--- config.mk ---
export PLATFORM = sky130hd
export DESIGN_NAME = spi_slave_rx_tx_flat
export DESIGN_NICKNAME = d
export VERILOG_FILES = /design/src/rtl/spi_slave_rx_tx_if.sv /design/src/rtl/spi_slave_rx_tx.sv /design/src/flat_wrapper.sv
export SDC_FILE = /design/constraint.sdc
export NUM_CORES = 1
export LEC_CHECK = 0
export ABC_AREA = 1
export BUFFER_PORTS_ARGS = -buffer_cell sky130_fd_sc_hd__buf_2
export CAP_MARGIN = 10
export CORE_ASPECT_RATIO = 0.5
export CORE_MARGIN = 1.5
export CORE_UTILIZATION = 50
export DETAILED_ROUTE_END_ITERATION = 10
export PLACE_DENSITY_LB_ADDON = 0.15
export SLEW_MARGIN = 30
export SYNTH_ARGS = -nofsm -noshare
export SYNTH_HDL_FRONTEND = slang
export SYNTH_SLANG_ARGS = --single-unit
--- constraint.sdc ---
create_clock -name sys_clk -period 1.35 [get_ports sys_clk]
set_input_delay 0.3375 -clock sys_clk [delete_from_list [all_inputs] [get_ports sys_clk]]
set_output_delay 0.3375 -clock sys_clk [all_outputs]
set_load 0.03 [all_outputs]
--- src/rtl/spi_slave_rx_tx_if.sv ---
// Pin and core-side bundle for the SPI slave front end.
// With SPI_ABORT_FLAG_EN defined the bundle also carries frame_abort and abort_cnt.
interface spi_slave_rx_tx_if;
  logic       sclk;
  logic       cs_n;
  logic       mosi;
  logic       miso;
  logic [7:0] rx_data;
  logic       rx_rdy;
  logic [7:0] tx_data;
  logic       tx_latch;
  logic       frame_active;
`ifdef SPI_ABORT_FLAG_EN
  logic       frame_abort;
  logic [7:0] abort_cnt;
`endif

  modport slave (
    input  sclk, cs_n, mosi, tx_data, tx_latch,
`ifdef SPI_ABORT_FLAG_EN
    output frame_abort, abort_cnt,
`endif
    output miso, rx_data, rx_rdy, frame_active
  );

  modport master (
    output sclk, cs_n, mosi, tx_data, tx_latch,
`ifdef SPI_ABORT_FLAG_EN
    input  frame_abort, abort_cnt,
`endif
    input  miso, rx_data, rx_rdy, frame_active
  );
endinterface

--- src/rtl/spi_slave_rx_tx.sv ---
// SPI mode 0 slave (MSB first), oversampled on sys_clk, feeding the core command FSM.
// Optional SPI_ABORT_FLAG_EN adds a partial-byte abort pulse and a saturating abort counter.
module spi_slave_rx_tx #(
  parameter int         SYNC_STAGES  = 2,
  parameter logic [7:0] TX_RESET_VAL = 8'h00
) (
  input logic             sys_clk,
  input logic             rst,
  spi_slave_rx_tx_if.slave bus
);

  typedef enum logic [1:0] {WAIT_IDLE, IDLE, SHIFT} state_t;

  state_t                 state_q, state_d;
  logic [SYNC_STAGES-1:0] sclkSync_q, csSync_q, mosiSync_q;
  logic                   sclkPrev_q;
  logic [6:0]             rxShift_q, rxShift_d;
  logic [7:0]             txShift_q, txShift_d;
  logic [7:0]             txBuf_q, txBuf_d;
  logic [7:0]             rxData_q, rxData_d;
  logic                   rxRdy_q, rxRdy_d;
  logic [2:0]             bitCnt_q, bitCnt_d;
  logic                   sclkS, csS, mosiS, sclkRise, sclkFall;
  logic [7:0]             reloadVal;
`ifdef SPI_ABORT_FLAG_EN
  logic                   abort_q, abort_d;
  logic [7:0]             abortCnt_q, abortCnt_d;
`endif

  // cs_n sync resets low so a frame already in progress at reset release
  // is not mistaken for an idle bus.
  always_ff @(posedge sys_clk or posedge rst) begin
    if (rst) begin
      sclkSync_q <= '0;
      csSync_q   <= '0;
      mosiSync_q <= '0;
      sclkPrev_q <= 1'b0;
    end else begin
      sclkSync_q <= {sclkSync_q[SYNC_STAGES-2:0], bus.sclk};
      csSync_q   <= {csSync_q[SYNC_STAGES-2:0], bus.cs_n};
      mosiSync_q <= {mosiSync_q[SYNC_STAGES-2:0], bus.mosi};
      sclkPrev_q <= sclkS;
    end
  end

  assign sclkS     = sclkSync_q[SYNC_STAGES-1];
  assign csS       = csSync_q[SYNC_STAGES-1];
  assign mosiS     = mosiSync_q[SYNC_STAGES-1];
  assign sclkRise  = sclkS & ~sclkPrev_q;
  assign sclkFall  = ~sclkS & sclkPrev_q;
  assign reloadVal = bus.tx_latch ? bus.tx_data : txBuf_q;

  always_ff @(posedge sys_clk or posedge rst) begin
    if (rst) begin
      state_q    <= WAIT_IDLE;
      rxShift_q  <= '0;
      txShift_q  <= '0;
      txBuf_q    <= TX_RESET_VAL;
      rxData_q   <= '0;
      rxRdy_q    <= 1'b0;
      bitCnt_q   <= '0;
`ifdef SPI_ABORT_FLAG_EN
      abort_q    <= 1'b0;
      abortCnt_q <= '0;
`endif
    end else begin
      state_q    <= state_d;
      rxShift_q  <= rxShift_d;
      txShift_q  <= txShift_d;
      txBuf_q    <= txBuf_d;
      rxData_q   <= rxData_d;
      rxRdy_q    <= rxRdy_d;
      bitCnt_q   <= bitCnt_d;
`ifdef SPI_ABORT_FLAG_EN
      abort_q    <= abort_d;
      abortCnt_q <= abortCnt_d;
`endif
    end
  end

  always_comb begin
    state_d   = state_q;
    rxShift_d = rxShift_q;
    txShift_d = txShift_q;
    txBuf_d   = reloadVal;
    rxData_d  = rxData_q;
    rxRdy_d   = 1'b0;
    bitCnt_d  = bitCnt_q;
`ifdef SPI_ABORT_FLAG_EN
    abort_d    = 1'b0;
    abortCnt_d = abortCnt_q;
`endif
    case (state_q)
      WAIT_IDLE: begin
        if (csS) state_d = IDLE;
      end
      IDLE: begin
        if (!csS) begin
          state_d   = SHIFT;
          txShift_d = reloadVal;
          bitCnt_d  = '0;
        end
      end
      SHIFT: begin
        // Deselect takes priority over any sclk edge seen in the same cycle.
        if (csS) begin
          state_d  = IDLE;
          bitCnt_d = '0;
`ifdef SPI_ABORT_FLAG_EN
          if (bitCnt_q != 3'd0) begin
            abort_d    = 1'b1;
            abortCnt_d = (abortCnt_q != 8'hFF) ? abortCnt_q + 8'd1 : abortCnt_q;
          end
`endif
        end else if (sclkRise) begin
          rxShift_d = {rxShift_q[5:0], mosiS};
          if (bitCnt_q == 3'd7) begin
            rxData_d  = {rxShift_q, mosiS};
            rxRdy_d   = 1'b1;
            bitCnt_d  = '0;
            txShift_d = reloadVal;
          end else begin
            bitCnt_d = bitCnt_q + 3'd1;
          end
        end else if (sclkFall && bitCnt_q != 3'd0) begin
          txShift_d = {txShift_q[6:0], 1'b0};
        end
      end
      default: state_d = WAIT_IDLE;
    endcase
  end

  assign bus.frame_active = (state_q == SHIFT);
  assign bus.miso         = bus.frame_active & txShift_q[7];
  assign bus.rx_data      = rxData_q;
  assign bus.rx_rdy       = rxRdy_q;
`ifdef SPI_ABORT_FLAG_EN
  assign bus.frame_abort  = abort_q;
  assign bus.abort_cnt    = abortCnt_q;
`endif

endmodule
--- src/flat_wrapper.sv ---
// flat-port wrapper written by rule: the top's interface ports become plain ports
module spi_slave_rx_tx_flat 
#(
  parameter int         SYNC_STAGES  = 2,
  parameter logic [7:0] TX_RESET_VAL = 8'h00
)
  (sys_clk, rst, bus_sclk, bus_cs_n, bus_mosi, bus_tx_data, bus_tx_latch, bus_miso, bus_rx_data, bus_rx_rdy, bus_frame_active);
  spi_slave_rx_tx_if bus_i ();
  input logic sys_clk;
  input logic rst;
  input wire logic [$bits(bus_i.sclk)-1:0] bus_sclk;
  input wire logic [$bits(bus_i.cs_n)-1:0] bus_cs_n;
  input wire logic [$bits(bus_i.mosi)-1:0] bus_mosi;
  input wire logic [$bits(bus_i.tx_data)-1:0] bus_tx_data;
  input wire logic [$bits(bus_i.tx_latch)-1:0] bus_tx_latch;
  output wire logic [$bits(bus_i.miso)-1:0] bus_miso;
  output wire logic [$bits(bus_i.rx_data)-1:0] bus_rx_data;
  output wire logic [$bits(bus_i.rx_rdy)-1:0] bus_rx_rdy;
  output wire logic [$bits(bus_i.frame_active)-1:0] bus_frame_active;
  assign bus_i.sclk = bus_sclk;
  assign bus_i.cs_n = bus_cs_n;
  assign bus_i.mosi = bus_mosi;
  assign bus_i.tx_data = bus_tx_data;
  assign bus_i.tx_latch = bus_tx_latch;
  assign bus_miso = bus_i.miso;
  assign bus_rx_data = bus_i.rx_data;
  assign bus_rx_rdy = bus_i.rx_rdy;
  assign bus_frame_active = bus_i.frame_active;
  spi_slave_rx_tx #(.SYNC_STAGES(SYNC_STAGES), .TX_RESET_VAL(TX_RESET_VAL)) u_core (.sys_clk(sys_clk), .rst(rst), .bus(bus_i));
endmodule
==> results_dict.tcl, run 1 <==
set metrics [dict create \
    layout.nets 296 \
    via_per_inst 4.95 \
    ys.flop_type "dfrtp_1" \
    synthCells 221 \
    dr.pass1.iters 4 \
    synth_area_um2 1950 \
    cts_buffers 5 \
    ctsHoldBuffers 0 \
    synth-xor-area-share_pct 0 \
    start_util_pct 54.4 \
    synth-edff-count 0 \
    worst_pin_slew_ps 494 \
    die-area_um2 4310 \
    hold_viol 0 \
    avgSynthCellArea_um2 8.82 \
    first_iter_violations 52 \
    post_drt_wl_per_cell_um 12.3 \
    crit_arrival_ps 1250 \
    port_buffers 24 \
    ir_drop_v 0.000829 \
    cp_max_fo 3 \
    globalplace.congestion 0.808 \
    finalWirelength_mm 3.99 \
    synth_nets 243 \
    grt_util_all_layers_pct 20.1 \
    finalCriticalPeriod_ps 1580 \
    clock-sinks 44 \
    num_rows 15 \
    dieWidth_um 91.3 \
    layout_commonest_cell "nand2_1" \
    status "finished with violations" \
    slew_viol_final 0 \
    worstReg2RegStart "u_core.state_q[0]" \
    fin_ws_ps -235 \
    worstPathCellList "inv_2, ha_4, buf_12, nand2_4, inv_2, buf_6" \
    power.density_nw_per_um2 1690 \
    finClkSkew_ps 7.59 \
    reg2reg_depth 10 \
    path_delay_family "flip-flops" \
    path_class "register to output pin" \
    crit_end "bus_miso" \
    cts_tree "built" \
    path_depth 6 \
    grt_pass1_vias 1418 \
    path_clk_slew_ps 80 \
    yosysSeqAreaShare_pct 56.5 \
    synthMuxAreaShare_pct 0 \
    synth_adder_area_share_pct 5.13 \
    synth_compound_area_share_pct 5.52 \
    grt_max_degree 45 \
    syn2layout_area_growth_pct 32.0 \
    ys_async_sr_fraction_pct 100 \
    crit_path_top_delay_cell "dfrtp_1" \
    p_total_uw 4340 \
    critPathLaunch "u_core.state_q[0]" \
    required_ps 1010 \
    dp_hpwl_mm 2.49 \
    drc 0 \
    antenna_found_initial 0 \
    cp-start-kind "register" \
    p_leak_uw 0.00136 \
    insertedDiodeCount 0 \
    grt_first_pass_wirelength_mm 6.22 \
    insertion_delay_ps 300 \
    root_buffer "clkbuf_8" \
    core-area_um2 3580 \
    overflow 0 \
    timing.final.crit_share_pct 117 \
    ios 25 \
    clockBufferDepth 2 \
    ys_warn_count 0 \
    worst-path-buf-inv 4 \
    r2r_slack_ps -180 \
    hp-class "primary input to async pin" \
    slew_headroom_pct 67.0 \
    max_freq_mhz 631 \
    ant_nets 0 \
    violations "setup timing" \
    r2r-end "u_core.bus.rx_data[0]" \
    synth_top_family_by_area "simple AND/OR/NAND/NOR gates" \
    synth_cell_type_count 18 \
    layout_common_cells "87 x nand2_1, 44 x dfrtp_1, 22 x buf_2" \
    die_h_um 47.2 \
    critPathMaxStageDelay_ps 400 \
    vias 1609 \
    ys_seq_elements 44 \
    synth_simple_gate_area_share_pct 27.4 \
    setup_viol 31 \
    critical-path-top-cell-by-count "inv_2" \
    cts_max_level 2 \
    critPathCaptureType "output pin" \
    rsz0062_at_grt "yes" \
    drv_cap 0 \
    layout-drive-gt1-share_pct 32.5 \
    whs_ps 69.5 \
]
-- repair_timing --
action / 4_1_cts / 5_1_grt
pin swaps: 4 / 6
endpoints found under the setup margin: 29 / 31
gates resized for setup: 28 / 21
buffers inserted: 6 / 1
gates cloned: 2 / 2
endpoints found under the hold margin: 0 / 0
-- where the power goes --
| group | internal [uW] | switching [uW] | total [uW] |
|---|---|---|---|
| Sequential | 1550 | 132 | 1680 |
| Combinational | 874 | 1020 | 1890 |
| Clock | 350 | 426 | 776 |
-- per-stage QoR --
stage / std cells / setup TNS (ps) / util, % / worst slack, ps / area [um2]
floorplan: 221 / -729 / - / -67.6 / 1980
global placement: 307 / -1390 / 63.4 / -93.2 / 2270
detailed placement: 307 / -2080 / 63.4 / -141 / 2270
CTS: 322 / -3000 / 69.5 / -219 / 2490
global route: 325 / -6190 / 71.8 / -292 / 2570
finish: 325 / -3790 / 71.8 / -235 / 2570
-- how the worst min path moves through the flow --
stage                      endpoint  depth (start not counted)                  from
2_1_floorplan    u_core.csSync_q[1]                          0    u_core.csSync_q[0]
3_3_place_gp   u_core.mosiSync_q[1]                          0  u_core.mosiSync_q[0]
3_5_place_dp   u_core.mosiSync_q[1]                          0  u_core.mosiSync_q[0]
4_1_cts         u_core.rxShift_q[3]                          3                   rst
5_1_grt           u_core.state_q[0]                          3                   rst
6_report          u_core.state_q[0]                          3                   rst
-- worst min-delay path, delay by kind of cell --
kind | cells | cell delay (ps)
buffers and inverters | 3 | 400
-- synth_stat cells (2+ instances only) --
master | number | area [um2]
nand2_1 | 90 | 338
dfrtp_1 | 44 | 1100
nand3_1 | 21 | 105
inv_1 | 17 | 63.8
o21ai_0 | 13 | 65.1
ha_1 | 8 | 100
nor2_1 | 6 | 22.5
o21ai_1 | 6 | 30.0
nor2_4 | 3 | 33.8
buf_4 | 2 | 15.0
inv_2 | 2 | 7.51
nand2_2 | 2 | 12.5
nand2_4 | 2 | 22.5
-- state kept, by name (all words and copies together), names as in the netlist --
name                count
u_core.csSync_q         2
u_core.rxShift_q        7
u_core.sclkPrev_q       1
u_core.bus.rx_data      8
u_core.txBuf_q          8
u_core.sclkSync_q       2
u_core.txShift_q        8
u_core.mosiSync_q       2
u_core.bus.rx_rdy       1
u_core.bitCnt_q         3
u_core.state_q          2
-- area by class of cell --
cell class                      instances  area (um2)
Fill cell                             267        1010
Clock inverter                          2        12.5
Timing Repair inverter                  1        8.76
Clock buffer                            5        68.8
Tap cell                               51        63.8
Timing Repair Buffer                   47         365
Inverter                               19        85.1
Multi-Input combinational cell        156         868
Sequential cell                        44        1100
-- routing by layer --
| layer | global-route usage [%] | wire length [um] | up-vias |
|---|---|---|---|
| met5 | 0 | 0 | - |
| met2 | 34.8 | 1920 | 42 |
| li1 | - | - | 799 |
| met3 | 5.83 | 200 | 5 |
| met4 | 10.6 | 40 | 0 |
| met1 | 24.1 | 1820 | 763 |
-- logic make-up after synthesis --
group	count (synthesis)
simple gates	124
fa+ha+maj	8
compound gates	21
flops	44
buf+inv	24
Power figures use the tool's default switching activity.
==> inputs of run 2 (changes only) <==
--- a/config.mk
+++ b/config.mk
@@ -8,9 +8,11 @@
 export ABC_AREA = 1
 export BUFFER_PORTS_ARGS = -buffer_cell sky130_fd_sc_hd__buf_2
 export CAP_MARGIN = 10
+export CELL_PAD_IN_SITES_DETAIL_PLACEMENT = 2
+export CELL_PAD_IN_SITES_GLOBAL_PLACEMENT = 2
 export CORE_ASPECT_RATIO = 0.5
 export CORE_MARGIN = 1.5
-export CORE_UTILIZATION = 50
+export CORE_UTILIZATION = 31
 export DETAILED_ROUTE_END_ITERATION = 10
 export PLACE_DENSITY_LB_ADDON = 0.15
 export SLEW_MARGIN = 30
==> run 2 against run 1 <==
The run still ends with setup timing left. Clock-buffer cell count up 1. Non-clock buffer count up 15. Combinational power grew 26%. Critical path depth rose by 2. Largest cell class unchanged. Clock skew barely moved. Die area is 58% higher. Final cell count increased by 16%. Sequential share of layout area decreased by 4.7 points.
==> results_dict.tcl, run 2 (synthesis gave the netlist of run 1 again) <==
set metrics [dict create \
    worst_pin_slew_ps 374 \
    worst-path-buf-inv 4 \
    ctsHoldBuffers 0 \
    use_met1_pct 22.8 \
    critPathCaptureType "register" \
    die_h_um 59.1 \
    cp-start-kind "register" \
    drc 0 \
    core-area_um2 6080 \
    overflow 0 \
    rsz0062_at_grt "yes" \
    start_util_pct 32.1 \
    post_drt_wl_per_cell_um 18.3 \
    gr-usage-met2_pct 38.9 \
    dieWidth_um 115 \
    grt_pass1_vias 1926 \
    first_iter_violations 61 \
    top_usage_layer "met2" \
    finClkSkew_ps 7.51 \
    crit_path_top_delay_cell "dfrtp_1" \
    hold_viol 0 \
    timing.final.crit_share_pct 131 \
    post-route-util_pct 47.6 \
    clockBufferDepth 2 \
    num_rows 20 \
    r2r-end "u_core.bitCnt_q[0]" \
    cts_tree "built" \
    path_class "register to register" \
    grtUsageMet3_pct 4.60 \
    p_leak_uw 0.00148 \
    fin_ws_ps -419 \
    power.density_nw_per_um2 1900 \
    p_total_uw 5500 \
    cp_max_fo 3 \
    port_buffers 24 \
    status "finished with violations" \
    crit_end "u_core.bitCnt_q[0]" \
    dr.pass1.iters 4 \
    violations "setup timing" \
    root_buffer "clkbuf_16" \
    ir_drop_v 0.000660 \
    required_ps 1500 \
    die-area_um2 6800 \
    dp_hpwl_mm 3.71 \
    setup_viol 31 \
    critPathLaunch "u_core.state_q[0]" \
    layout-drive-gt1-share_pct 42.4 \
    cts_max_level 2 \
    critPathMaxStageDelay_ps 400 \
    finalCriticalPeriod_ps 1770 \
    grt_util_all_layers_pct 19.8 \
    path_depth 8 \
    antenna_found_initial 0 \
    layout_commonest_cell "nand2_1" \
    path_delay_family "buffers and inverters" \
    insertion_delay_ps 290 \
    layout_common_cells "65 x nand2_1, 43 x dfrtp_1, 25 x buf_4" \
    syn2layout_area_growth_pct 48.4 \
    grt_max_degree 45 \
    slew_headroom_pct 74.8 \
    insertedDiodeCount 0 \
    ios 25 \
    cts_buffers 5 \
    worstPathCellList "inv_2, ha_4, buf_6, inv_4, nor2_4, buf_4, nand3_1, o21ai_0" \
    path_clk_slew_ps 60 \
    ant_nets 0 \
    globalplace.congestion 0.729 \
    hp-class "primary input to async pin" \
    layout.nets 309 \
    finalWirelength_mm 6.90 \
    reg2reg_depth 8 \
    crit_arrival_ps 1920 \
    slew_viol_final 0 \
    via_per_inst 4.62 \
    vias 1737 \
    grt_first_pass_wirelength_mm 10.0 \
    r2r_slack_ps -420 \
    drv_cap 0 \
    max_freq_mhz 565 \
    clock-sinks 44 \
    worstReg2RegStart "u_core.state_q[0]" \
]
-- run 2: cell count changes in the layout (fill, tap and decap cells not counted), sizes merged --
cell	change
buf	+14
bufinv	+1
clkbuf	+2
clkinvlp	-1
inv	-1
nand2	-1
-- run 2: stage by stage --
stage	setup slack (ps)	cell area (um2)	std cells	hold slack, ps	setup TNS [ps]
CTS	-223	2680	367	117	-4940
global placement	-102	2340	347	333	-2010
floorplan	-67.6	1980	221	331	-729
finish	-419	2890	376	89.8	-6040
global route	-416	2890	376	116	-7550
detailed placement	-214	2340	347	337	-3740
-- run 2: tightest hold or removal path: stages --
cell and delay, ps:
buf_2 110, clkinvlp_4 70, buf_12 230
-- run 2: worst min-delay path by stage --
| stage | end | cells past startpoint | startpoint | slack (ps) |
|---|---|---|---|---|
| after floorplan | u_core.csSync_q[1] | 0 | u_core.csSync_q[0] | 330 |
| after global placement | u_core.mosiSync_q[1] | 0 | u_core.mosiSync_q[0] | 330 |
| after detailed placement | u_core.csSync_q[1] | 0 | u_core.csSync_q[0] | 340 |
| after CTS | u_core.bus.rx_data[4] | 3 | rst | 120 |
| after global routing | u_core.state_q[0] | 3 | rst | 120 |
| final | u_core.bus.rx_rdy | 3 | rst | 90 |
-- run 2: layer usage --
metal  vias to the layer above  share of wire (%)  wire length (um)
met4                         0                1.6               108
met1                       868                 42              2890
met5                         -                  0                 0
li1                        830                  -                 -
met2                        29                 53              3670
met3                        10                3.3               231
-- run 2: layout make-up --
cell class              instances  area [um2]
well taps                      88         110
multi-input cells             155         956
inverters                      19        80.1
repair buffers                 62         480
fillers                       634        3190
flip-flops and latches         44        1100
clock buffers                   6         129
clock inverters                 2        35.0
-- run 2: what timing repair did --
item | in CTS | in global routing
buffers inserted | 10 | 9
hold endpoints to repair | 0 | 0
pin swaps | 8 | 15
gates resized for setup | 23 | 46
setup endpoints to repair | 31 | 31
gates cloned | 2 | 0
-- run 2: report_power, final --
part	total (uW)	internal (uW)	switching, uW
Sequential	1730	1550	181
Clock	1390	871	514
Combinational	2380	1060	1330
